--- config.mk ---
export PLATFORM = sky130hd
export DESIGN_NAME = mem_port_arbiter_flat
export DESIGN_NICKNAME = d
export VERILOG_FILES = /design/src/rtl/mem_arb_pkg.sv /design/src/rtl/mem_port_arbiter_if.sv /design/src/rtl/mem_port_arbiter_rr_picker.sv /design/src/rtl/mem_port_arbiter.sv /design/src/flat_wrapper.sv
export SDC_FILE = /design/constraint.sdc
export NUM_CORES = 1
export LEC_CHECK = 0
export CAP_MARGIN = 20
export CORE_MARGIN = 3
export CORE_UTILIZATION = 40
export CTS_BUF_LIST = sky130_fd_sc_hd__clkbuf_2
export CTS_CLUSTER_DIAMETER = 120
export DETAILED_ROUTE_END_ITERATION = 12
export GPL_ROUTABILITY_DRIVEN = 0
export HOLD_SLACK_MARGIN = 0.02
export PLACE_DENSITY = 0.81
export REMOVE_ABC_BUFFERS = 1
export SLEW_MARGIN = 0
export SYNTH_ARGS = -nofsm -noshare
export SYNTH_HDL_FRONTEND = slang
export SYNTH_SLANG_ARGS = --single-unit
--- constraint.sdc ---
create_clock -name clk -period 2.4 [get_ports clk]
set_input_delay 0.48 -clock clk [delete_from_list [all_inputs] [get_ports clk]]
set_output_delay 0.48 -clock clk [all_outputs]
set_load 0.01 [all_outputs]
--- src/rtl/mem_arb_pkg.sv ---
// Shared types and constants for the memory port arbiter.
// Holds the FSM state encoding and a one-hot to index helper.
package mem_arb_pkg;

  localparam int AW_DEF    = 8;
  localparam int DW_DEF    = 8;
  localparam int N_REQ_MAX = 8;
  localparam int IDX_W     = $clog2(N_REQ_MAX);

  typedef enum logic [1:0] {
    IDLE,
    ISSUE,
    WAIT,
    DONE
  } arb_state_t;

  function automatic logic [IDX_W-1:0] oh2idx(
    input logic [N_REQ_MAX-1:0] oh
  );
    oh2idx = '0;
    for (int i = 0; i < N_REQ_MAX; i++)
      if (oh[i]) oh2idx = IDX_W'(i);
  endfunction

endpackage

--- src/rtl/mem_port_arbiter_if.sv ---
// Requester and memory-interface signal bundle for mem_port_arbiter.
// master = arbiter side, slave = requesters plus memory interface.
interface mem_port_arbiter_if
  import mem_arb_pkg::*;
#(
  parameter int N_REQ = 3,
  parameter int AW    = AW_DEF,
  parameter int DW    = DW_DEF
);

  logic [N_REQ-1:0]    req;
  logic [N_REQ-1:0]    req_we;
  logic [N_REQ*AW-1:0] req_addr;
  logic [N_REQ*DW-1:0] req_wdata;
  logic [N_REQ-1:0]    gnt;
  logic [N_REQ-1:0]    req_done;
  logic [DW-1:0]       rd_data;
  logic [AW-1:0]       mi_addr;
  logic [DW-1:0]       mi_wr_data;
  logic                mi_wr_start;
  logic                mi_rd_start;
  logic                mi_wr_done;
  logic                mi_rd_done;
  logic [DW-1:0]       mi_rd_data;

  modport master (
    input  req, req_we, req_addr, req_wdata,
    input  mi_wr_done, mi_rd_done, mi_rd_data,
    output gnt, req_done, rd_data,
    output mi_addr, mi_wr_data,
    output mi_wr_start, mi_rd_start
  );

  modport slave (
    output req, req_we, req_addr, req_wdata,
    output mi_wr_done, mi_rd_done, mi_rd_data,
    input  gnt, req_done, rd_data,
    input  mi_addr, mi_wr_data,
    input  mi_wr_start, mi_rd_start
  );

endinterface

--- src/rtl/mem_port_arbiter_rr_picker.sv ---
// One-hot winner select: first set req bit at or after ptr.
// With ptr held at 0 this degenerates to lowest-index priority.
module rr_picker #(
  parameter int N  = 3,
  parameter int PW = 2
) (
  input  logic [N-1:0]  req,
  input  logic [PW-1:0] ptr,
  output logic [N-1:0]  pick
);

  logic found;
  int   idx;

  always_comb begin
    pick  = '0;
    found = 1'b0;
    idx   = 0;
    for (int i = 0; i < N; i++) begin
      idx = (int'(ptr) + i) % N;
      if (!found && req[idx]) begin
        pick[idx] = 1'b1;
        found     = 1'b1;
      end
    end
  end

endmodule

--- src/rtl/mem_port_arbiter.sv ---
// Shares one memory access path among N_REQ requesters.
// MEM_ARB_ROUND_ROBIN_EN selects round-robin, else fixed priority.
module mem_port_arbiter
  import mem_arb_pkg::*;
#(
  parameter int N_REQ = 3,
  parameter int AW    = AW_DEF,
  parameter int DW    = DW_DEF
) (
  input logic               clk,
  input logic               nreset,
  mem_port_arbiter_if.master bus
);

  localparam int PW = $clog2(N_REQ);

  arb_state_t       state, state_d;
  logic [N_REQ-1:0] pick, gnt_d, done_d;
  logic             we, we_d;
  logic             wr_st_d, rd_st_d;
  logic [AW-1:0]    addr_d;
  logic [DW-1:0]    wdata_d, rdat_d;
  logic [PW-1:0]    ptr;
  logic             mem_done;

`ifdef MEM_ARB_ROUND_ROBIN_EN
  logic [PW-1:0]    ptr_d;
  logic [IDX_W-1:0] win_idx;
`else
  assign ptr = '0;
`endif

  rr_picker #(
    .N  (N_REQ),
    .PW (PW)
  ) u_pick (
    .req  (bus.req),
    .ptr  (ptr),
    .pick (pick)
  );

  // Only the done matching the latched access kind counts.
  assign mem_done = we ? bus.mi_wr_done
                       : bus.mi_rd_done;

  always_ff @(posedge clk or negedge nreset) begin
    if (!nreset) begin
      state           <= IDLE;
      we              <= 1'b0;
      bus.gnt         <= '0;
      bus.req_done    <= '0;
      bus.mi_wr_start <= 1'b0;
      bus.mi_rd_start <= 1'b0;
      bus.mi_addr     <= '0;
      bus.mi_wr_data  <= '0;
      bus.rd_data     <= '0;
`ifdef MEM_ARB_ROUND_ROBIN_EN
      ptr             <= '0;
`endif
    end else begin
      state           <= state_d;
      we              <= we_d;
      bus.gnt         <= gnt_d;
      bus.req_done    <= done_d;
      bus.mi_wr_start <= wr_st_d;
      bus.mi_rd_start <= rd_st_d;
      bus.mi_addr     <= addr_d;
      bus.mi_wr_data  <= wdata_d;
      bus.rd_data     <= rdat_d;
`ifdef MEM_ARB_ROUND_ROBIN_EN
      ptr             <= ptr_d;
`endif
    end
  end

  always_comb begin
    state_d = state;
    unique case (state)
      IDLE:  if (|bus.req) state_d = ISSUE;
      ISSUE: state_d = WAIT;
      WAIT:  if (mem_done) state_d = DONE;
      DONE:  state_d = IDLE;
      default: state_d = IDLE;
    endcase
  end

  // Next values of the registered outputs.
  always_comb begin
    gnt_d   = bus.gnt;
    done_d  = '0;
    we_d    = we;
    wr_st_d = 1'b0;
    rd_st_d = 1'b0;
    addr_d  = bus.mi_addr;
    wdata_d = bus.mi_wr_data;
    rdat_d  = bus.rd_data;
`ifdef MEM_ARB_ROUND_ROBIN_EN
    ptr_d   = ptr;
    win_idx = oh2idx(N_REQ_MAX'(pick));
`endif
    unique case (state)
      IDLE: begin
        if (|bus.req) begin
          gnt_d = pick;
          we_d  = |(pick & bus.req_we);
          for (int i = 0; i < N_REQ; i++) begin
            if (pick[i]) begin
              addr_d  = bus.req_addr[i*AW +: AW];
              wdata_d = bus.req_wdata[i*DW +: DW];
            end
          end
          wr_st_d = we_d;
          rd_st_d = !we_d;
`ifdef MEM_ARB_ROUND_ROBIN_EN
          if (int'(win_idx) == N_REQ - 1)
            ptr_d = '0;
          else
            ptr_d = PW'(int'(win_idx) + 1);
`endif
        end
      end
      WAIT: begin
        if (mem_done) begin
          done_d = bus.gnt;
          if (!we) rdat_d = bus.mi_rd_data;
        end
      end
      DONE:    gnt_d = '0;
      default: ;
    endcase
  end

endmodule

--- src/flat_wrapper.sv ---
// flat-port wrapper written by rule: the top's interface ports become plain ports
module mem_port_arbiter_flat import mem_arb_pkg::*;
#(
  parameter int N_REQ = 3,
  parameter int AW    = AW_DEF,
  parameter int DW    = DW_DEF
)
  (clk, nreset, bus_req, bus_req_we, bus_req_addr, bus_req_wdata, bus_mi_wr_done, bus_mi_rd_done, bus_mi_rd_data, bus_gnt, bus_req_done, bus_rd_data, bus_mi_addr, bus_mi_wr_data, bus_mi_wr_start, bus_mi_rd_start);
  mem_port_arbiter_if #(.N_REQ(N_REQ), .AW(AW), .DW(DW)) bus_i ();
  input logic clk;
  input logic nreset;
  input wire logic [$bits(bus_i.req)-1:0] bus_req;
  input wire logic [$bits(bus_i.req_we)-1:0] bus_req_we;
  input wire logic [$bits(bus_i.req_addr)-1:0] bus_req_addr;
  input wire logic [$bits(bus_i.req_wdata)-1:0] bus_req_wdata;
  input wire logic [$bits(bus_i.mi_wr_done)-1:0] bus_mi_wr_done;
  input wire logic [$bits(bus_i.mi_rd_done)-1:0] bus_mi_rd_done;
  input wire logic [$bits(bus_i.mi_rd_data)-1:0] bus_mi_rd_data;
  output wire logic [$bits(bus_i.gnt)-1:0] bus_gnt;
  output wire logic [$bits(bus_i.req_done)-1:0] bus_req_done;
  output wire logic [$bits(bus_i.rd_data)-1:0] bus_rd_data;
  output wire logic [$bits(bus_i.mi_addr)-1:0] bus_mi_addr;
  output wire logic [$bits(bus_i.mi_wr_data)-1:0] bus_mi_wr_data;
  output wire logic [$bits(bus_i.mi_wr_start)-1:0] bus_mi_wr_start;
  output wire logic [$bits(bus_i.mi_rd_start)-1:0] bus_mi_rd_start;
  assign bus_i.req = bus_req;
  assign bus_i.req_we = bus_req_we;
  assign bus_i.req_addr = bus_req_addr;
  assign bus_i.req_wdata = bus_req_wdata;
  assign bus_i.mi_wr_done = bus_mi_wr_done;
  assign bus_i.mi_rd_done = bus_mi_rd_done;
  assign bus_i.mi_rd_data = bus_mi_rd_data;
  assign bus_gnt = bus_i.gnt;
  assign bus_req_done = bus_i.req_done;
  assign bus_rd_data = bus_i.rd_data;
  assign bus_mi_addr = bus_i.mi_addr;
  assign bus_mi_wr_data = bus_i.mi_wr_data;
  assign bus_mi_wr_start = bus_i.mi_wr_start;
  assign bus_mi_rd_start = bus_i.mi_rd_start;
  mem_port_arbiter #(.N_REQ(N_REQ), .AW(AW), .DW(DW)) u_core (.clk(clk), .nreset(nreset), .bus(bus_i));
endmodule
==> results.ini, run 1 <==
[detailed_routing]
wire_per_inst_um=14.2
drtIter0Drc=76
antenna_left=0
via_per_inst=5.06
vias=1720
first_pass_iters=5
drc_errors=0
wirelength_mm=4.82

[yosys]
syn_area_um2=1910
yosys.cell_types.count=30
synth.top_cell.area_share_pct=46.0
synth.avg_cell_area_um2=10.0
netlist_instances=190
yosysWarnings=0
yosysTopAreaCell=dfrtp_1
synth_area_leaders=dfrtp_1 46%, or3b_1 7.4%, o31ai_1 6.7%
ys_ff_latch=35
yosysSeqAreaShare_pct=46.0

[critical_path]
crit_buf_inv=1
start_kind=register
critical_path_arrival_ns=1.39
crit_family=buffers and inverters
cp_cell_sequence=clkdlybuf4s50_1
critPathRequiredTime_ns=1.92
cp_slowest_cell=clkdlybuf4s50_1
slowest_delay_ns=0.57
criticalPathCategory=register to primary output
ff2ff_setup_slack_ns=0.75
crit_fanout=4
crit_path_end_kind=primary output

[final_layout]
finalNetCount=357
final_common_cell=clkdlybuf4s50_1
drive_gt1_share_pct=9.72
finish.utilization_pct=65.5
most-common-layout-cells=96 x clkdlybuf4s50_1, 35 x dfrtp_1, 19 x nor2_1
antennaDiodeCount=0
syn_to_final_growth_pct=53.9
fillers=391

[sta]
slew-limit-headroom_pct=48.2
hold_viol_final=0
post-route-period-util_pct=77.9
slew_violations=0
fin_worst_skew_ns=0.0124
max_clock_freq_mhz=535
fin_tns_setup_ns=0
rsz0062_at_grt=no
worst_slew_pin_slew_ns=0.778
finalSetupViolations=0
finalCriticalPeriod_ns=1.87

[global_route]
overflow=0
track_usage_pct=18.1
antenna_found_initial=0
grt_max_degree=36
grt_pass1_vias=1632
grt_pass1_wl_mm=7.75

[power]
power_density_nw_per_um2=901
clockPowerShare_pct=9.4
switching_share_pct=34.5
vdd_drop_max_mv=0.376
combPwrFrac_pct=52.5
intPower_mw=1.73
netSwitchingPower_uw=911
leakage_nw=1.23
p_seq_share_pct=38.1

[status]
outcome=finished clean

[clocking]
ctsHoldBuffers=0
insertion_delay_ns=0.37
clk_pin_slew_ns=0.17
cts_buffers=5
ctsResizeCount=0
cts_setup_buffers=0
cts_root_buffer=clkbuf_2
cts_tree=yes
cts.sinks=35
max-clock-path-buffers=2
ctsHtreeMaxLevel=2

[place]
io_buffer_count=97
dpl.hpwl_mm=3.62

[job]
cap_violations=0

[floorplan]
core_um2=4470
die_w_um=75.0
dieHeight_um=75.0
start_util_pct=42.6
pin_count=98
rows=24
dieArea_um2=5630

[hold_path]
hold_class=input pin to async pin

## cell type report
type                            instances  area (um^2)  share of cell area, %
Timing Repair Buffer                  105         1030                   35.0
Multi-Input combinational cell        138          921                   31.4
Inverter                                3         11.3                  0.384
Tap cell                               52         65.1                   2.22
Sequential cell                        35          876                   29.9
Clock inverter                          2         8.76                  0.299
Clock buffer                            5         25.0                  0.853
## path summary, 6_finish.rpt
check	startpoint	endpoint	cells past startpoint
worst max register to register	u_core.state[0]	u_core.bus.mi_addr[0]	5
worst max-delay path	u_core.bus.gnt[2]	bus_gnt[2]	1
worst min register to register	u_core.bus.mi_wr_data[6]	u_core.bus.mi_wr_data[6]	2
max in group asynchronous	nreset	u_core.bus.gnt[1]	1
worst min-delay path	nreset	u_core.bus.mi_wr_data[0]	1
min in group clk	u_core.bus.mi_wr_data[6]	u_core.bus.mi_wr_data[6]	2
## synth_stat cells (all sizes together)
cell,count
and2,3
o21ba,1
a21oi,18
a21o,1
or2b,2
nand2,18
o21ai,2
nor2b,2
or3b,16
a22oi,2
dfrtp,35
o22a,1
nor2,19
a211oi,1
o31ai,18
clkbuf,2
buf,12
ha,3
inv,3
mux2,9
nand3b,2
nand3,1
nand2b,15
mux2i,3
nor3,1
## routing by layer
layer  routed length [um]  global-route usage, %
met4                   44                   6.32
met3                  352                   5.21
met2                 2410                   29.2
met5                    0                      0
met1                 2010                   23.1
## sequential cells by signal, indices dropped and copies added (netlist names)
register / count
u_core.bus.mi_wr_data: 8
u_core.bus.req_done: 3
u_core.bus.rd_data: 8
u_core.bus.mi_addr: 8
u_core.we: 1
u_core.bus.mi_wr_start: 1
u_core.state: 2
u_core.bus.gnt: 3
u_core.bus.mi_rd_start: 1
## stage by stage
stage / total power, mW / cell area, um^2 / worst slack [ns] / std cells / hold WS (ns)
finish: 2.64 / 2930 / 0.530 / 340 / 0.164
global route: 2.86 / 2930 / 0.449 / 340 / 0.196
CTS: 2.68 / 2930 / 0.513 / 340 / 0.163
detailed placement: 2.43 / 2900 / 0.295 / 333 / 0.465
global placement: 2.39 / 2900 / 0.336 / 333 / 0.459
floorplan: 1.66 / 1810 / 0.772 / 176 / 0.184
## power groups by stage
stage / logic (mW) / registers (mW) / clock network [mW]
after floorplan: 0.532 / 1.12 / 0
after global placement: 1.38 / 1.01 / 0
after detailed placement: 1.41 / 1.02 / 0
after CTS: 1.41 / 1.01 / 0.265
after global routing: 1.53 / 1.05 / 0.287
final: 1.39 / 1.01 / 0.249
## cell families after synthesis
family | count (synthesis) | synth area share (%)
AND/OR/NAND/NOR | 79 | 23.3
AO/OA/AOI/OAI | 44 | 16.2
flip-flops | 35 | 46.0
buffers and inverters | 17 | 5.71
multiplexers | 12 | 6.89
adder cells (fa/ha/maj) | 3 | 1.97
No activity file was read; power rests on OpenSTA's default activity.
==> inputs of run 2 (changes only) <==
==> constraint.sdc (replaced) <==
create_clock -name clk -period 1.8 [get_ports clk]
set_input_delay 0.36 -clock clk [delete_from_list [all_inputs] [get_ports clk]]
set_output_delay 0.36 -clock clk [all_outputs]
set_load 0.01 [all_outputs]
==> run 2 against run 1 <==
  * Worst setup slack worse by 0.45 ns
  * Combinational power increased by 37%
  * Register-to-register slack got worse by 0.60 ns
  * Die area stayed put
  * Sequential share of layout area fell by 1.2 points
  * Final area up 4.1%
  * Sequential power is 33% higher
  * Wire length increased by 3.8%
  * Utilization is 2.7 points higher
==> results.ini, run 2 (synthesized netlist as in run 1, its figures left out) <==
[status]
outcome=finished clean

[clocking]
insertion_delay_ns=0.40
cts_tree=yes
clk_pin_slew_ns=0.21
cts_buffers=5
ctsHtreeMaxLevel=2
max-clock-path-buffers=2
cts.sinks=35
cts_root_buffer=clkbuf_2

[critical_path]
critical_path_arrival_ns=1.36
critPathRequiredTime_ns=1.44
start_kind=register
slowest_delay_ns=0.55
crit_start=u_core.bus.mi_wr_data[3]
crit_family=buffers and inverters
cp_cell_sequence=clkdlybuf4s50_1
crit_path_end_kind=primary output
criticalPathCategory=register to primary output
cp_slowest_cell=clkdlybuf4s50_1
ff2ff_setup_slack_ns=0.15
reg2reg_from=u_core.state[0]
crit_buf_inv=1
crit_fanout=2

[place]
io_buffer_count=97
dpl.cell_count=343
dpl.hpwl_mm=3.86
placed_cell_area_um2=2990

[final_layout]
final_common_cell=clkdlybuf4s50_1
syn_to_final_growth_pct=60.3
stdcell_count=353
finish.utilization_pct=68.3
finish.instance_area_um2=3050
drive_gt1_share_pct=13.6
finalNetCount=369
top_regs=u_core.bus.mi_addr: 8 flops, u_core.bus.mi_wr_data: 8 flops, u_core.bus.rd_data: 8 flops
most-common-layout-cells=93 x clkdlybuf4s50_1, 35 x dfrtp_1, 19 x nor2_1
antennaDiodeCount=0

[detailed_routing]
wirelength_mm=5.00
first_pass_iters=4
via_per_inst=4.96
wire_per_inst_um=14.2
vias=1752
drc_errors=0
drtIter0Drc=62
antenna_left=0

[global_route]
track_usage_pct=18.0
grt_pass1_vias=1639
grt_pass1_wl_mm=7.69
antenna_found_initial=0
grt_max_degree=36
overflow=0

[sta]
fin_worst_skew_ns=0.0289
rsz0062_at_grt=no
slew_violations=0
finalCriticalPeriod_ns=1.72
slew-limit-headroom_pct=48.0
finalSetupViolations=0
hold_viol_final=0
max_clock_freq_mhz=583
worst_slew_pin_slew_ns=0.781
fin_tns_setup_ns=0
post-route-period-util_pct=95.3

[floorplan]
rows=24
dieArea_um2=5630
die_w_um=75.0
core_um2=4470
pin_count=98
dieHeight_um=75.0
start_util_pct=42.6

[power]
finalPower_mw=3.62
vdd_drop_max_mv=0.490
power_density_nw_per_um2=1180
leakage_nw=1.34

[job]
cap_violations=0

[hold_path]
min-delay-start=u_core.bus.mi_addr[7]
hold_class=register to register

[run 2: worst min-delay path: stages (launching register included)]
cell and delay, ns:
dfrtp_1 0.38, nand2_1 0.05, o31ai_1 0.05
[run 2: area by class of cell]
cell class | count | area [um^2]
clock buffers | 6 | 30.0
clock inverters | 2 | 12.5
fillers | 361 | 1420
inverters | 3 | 11.3
multi-input cells | 138 | 921
flip-flops and latches | 35 | 876
well taps | 52 | 65.1
repair buffers | 117 | 1140
[run 2: path summary, 6_finish.rpt]
check                      cells past startpoint                endpoint
max                                            1       bus_mi_wr_data[3]
min                                            2   u_core.bus.mi_addr[7]
max reg2reg                                    5   u_core.bus.mi_addr[4]
min reg2reg                                    2   u_core.bus.mi_addr[7]
max in group asynchronous                      2   u_core.bus.rd_data[7]
min in group asynchronous                      2  u_core.bus.req_done[2]
[run 2: report_power, final]
group	leakage, nW	total, mW	switching (mW)	internal (mW)
registers	0.433	1.34	0.193	1.14
logic	0.880	1.90	0.781	1.12
clock network	0.0290	0.378	0.279	0.0990
[run 2: routing by layer]
metal | share of wire, % | track usage (%) | vias up
met5 | 0 | 0 | -
met4 | 1.3 | 5.93 | 0
met3 | 7.8 | 4.67 | 6
met2 | 48 | 29.0 | 63
met1 | 42 | 23.6 | 805
li1 | - | - | 878
[run 2: timing repair]
| item | in CTS | in global routing |
|---|---|---|
| setup buffers | 0 | 1 |
| setup endpoints to repair | 0 | 3 |
| hold buffers | 1 | 0 |
| endpoints found under the hold margin | 10 | 0 |
| resized for setup | 0 | 3 |
[run 2: stage by stage]
| step | setup WS [ns] | hold slack [ns] |
|---|---|---|
| finish | 0.0838 | 0.496 |
| global route | 0.0178 | 0.519 |
| CTS | 0.00722 | 0.502 |
| detailed placement | -0.0728 | 0.465 |
| global placement | -0.0356 | 0.460 |
| floorplan | 0.292 | 0.0644 |
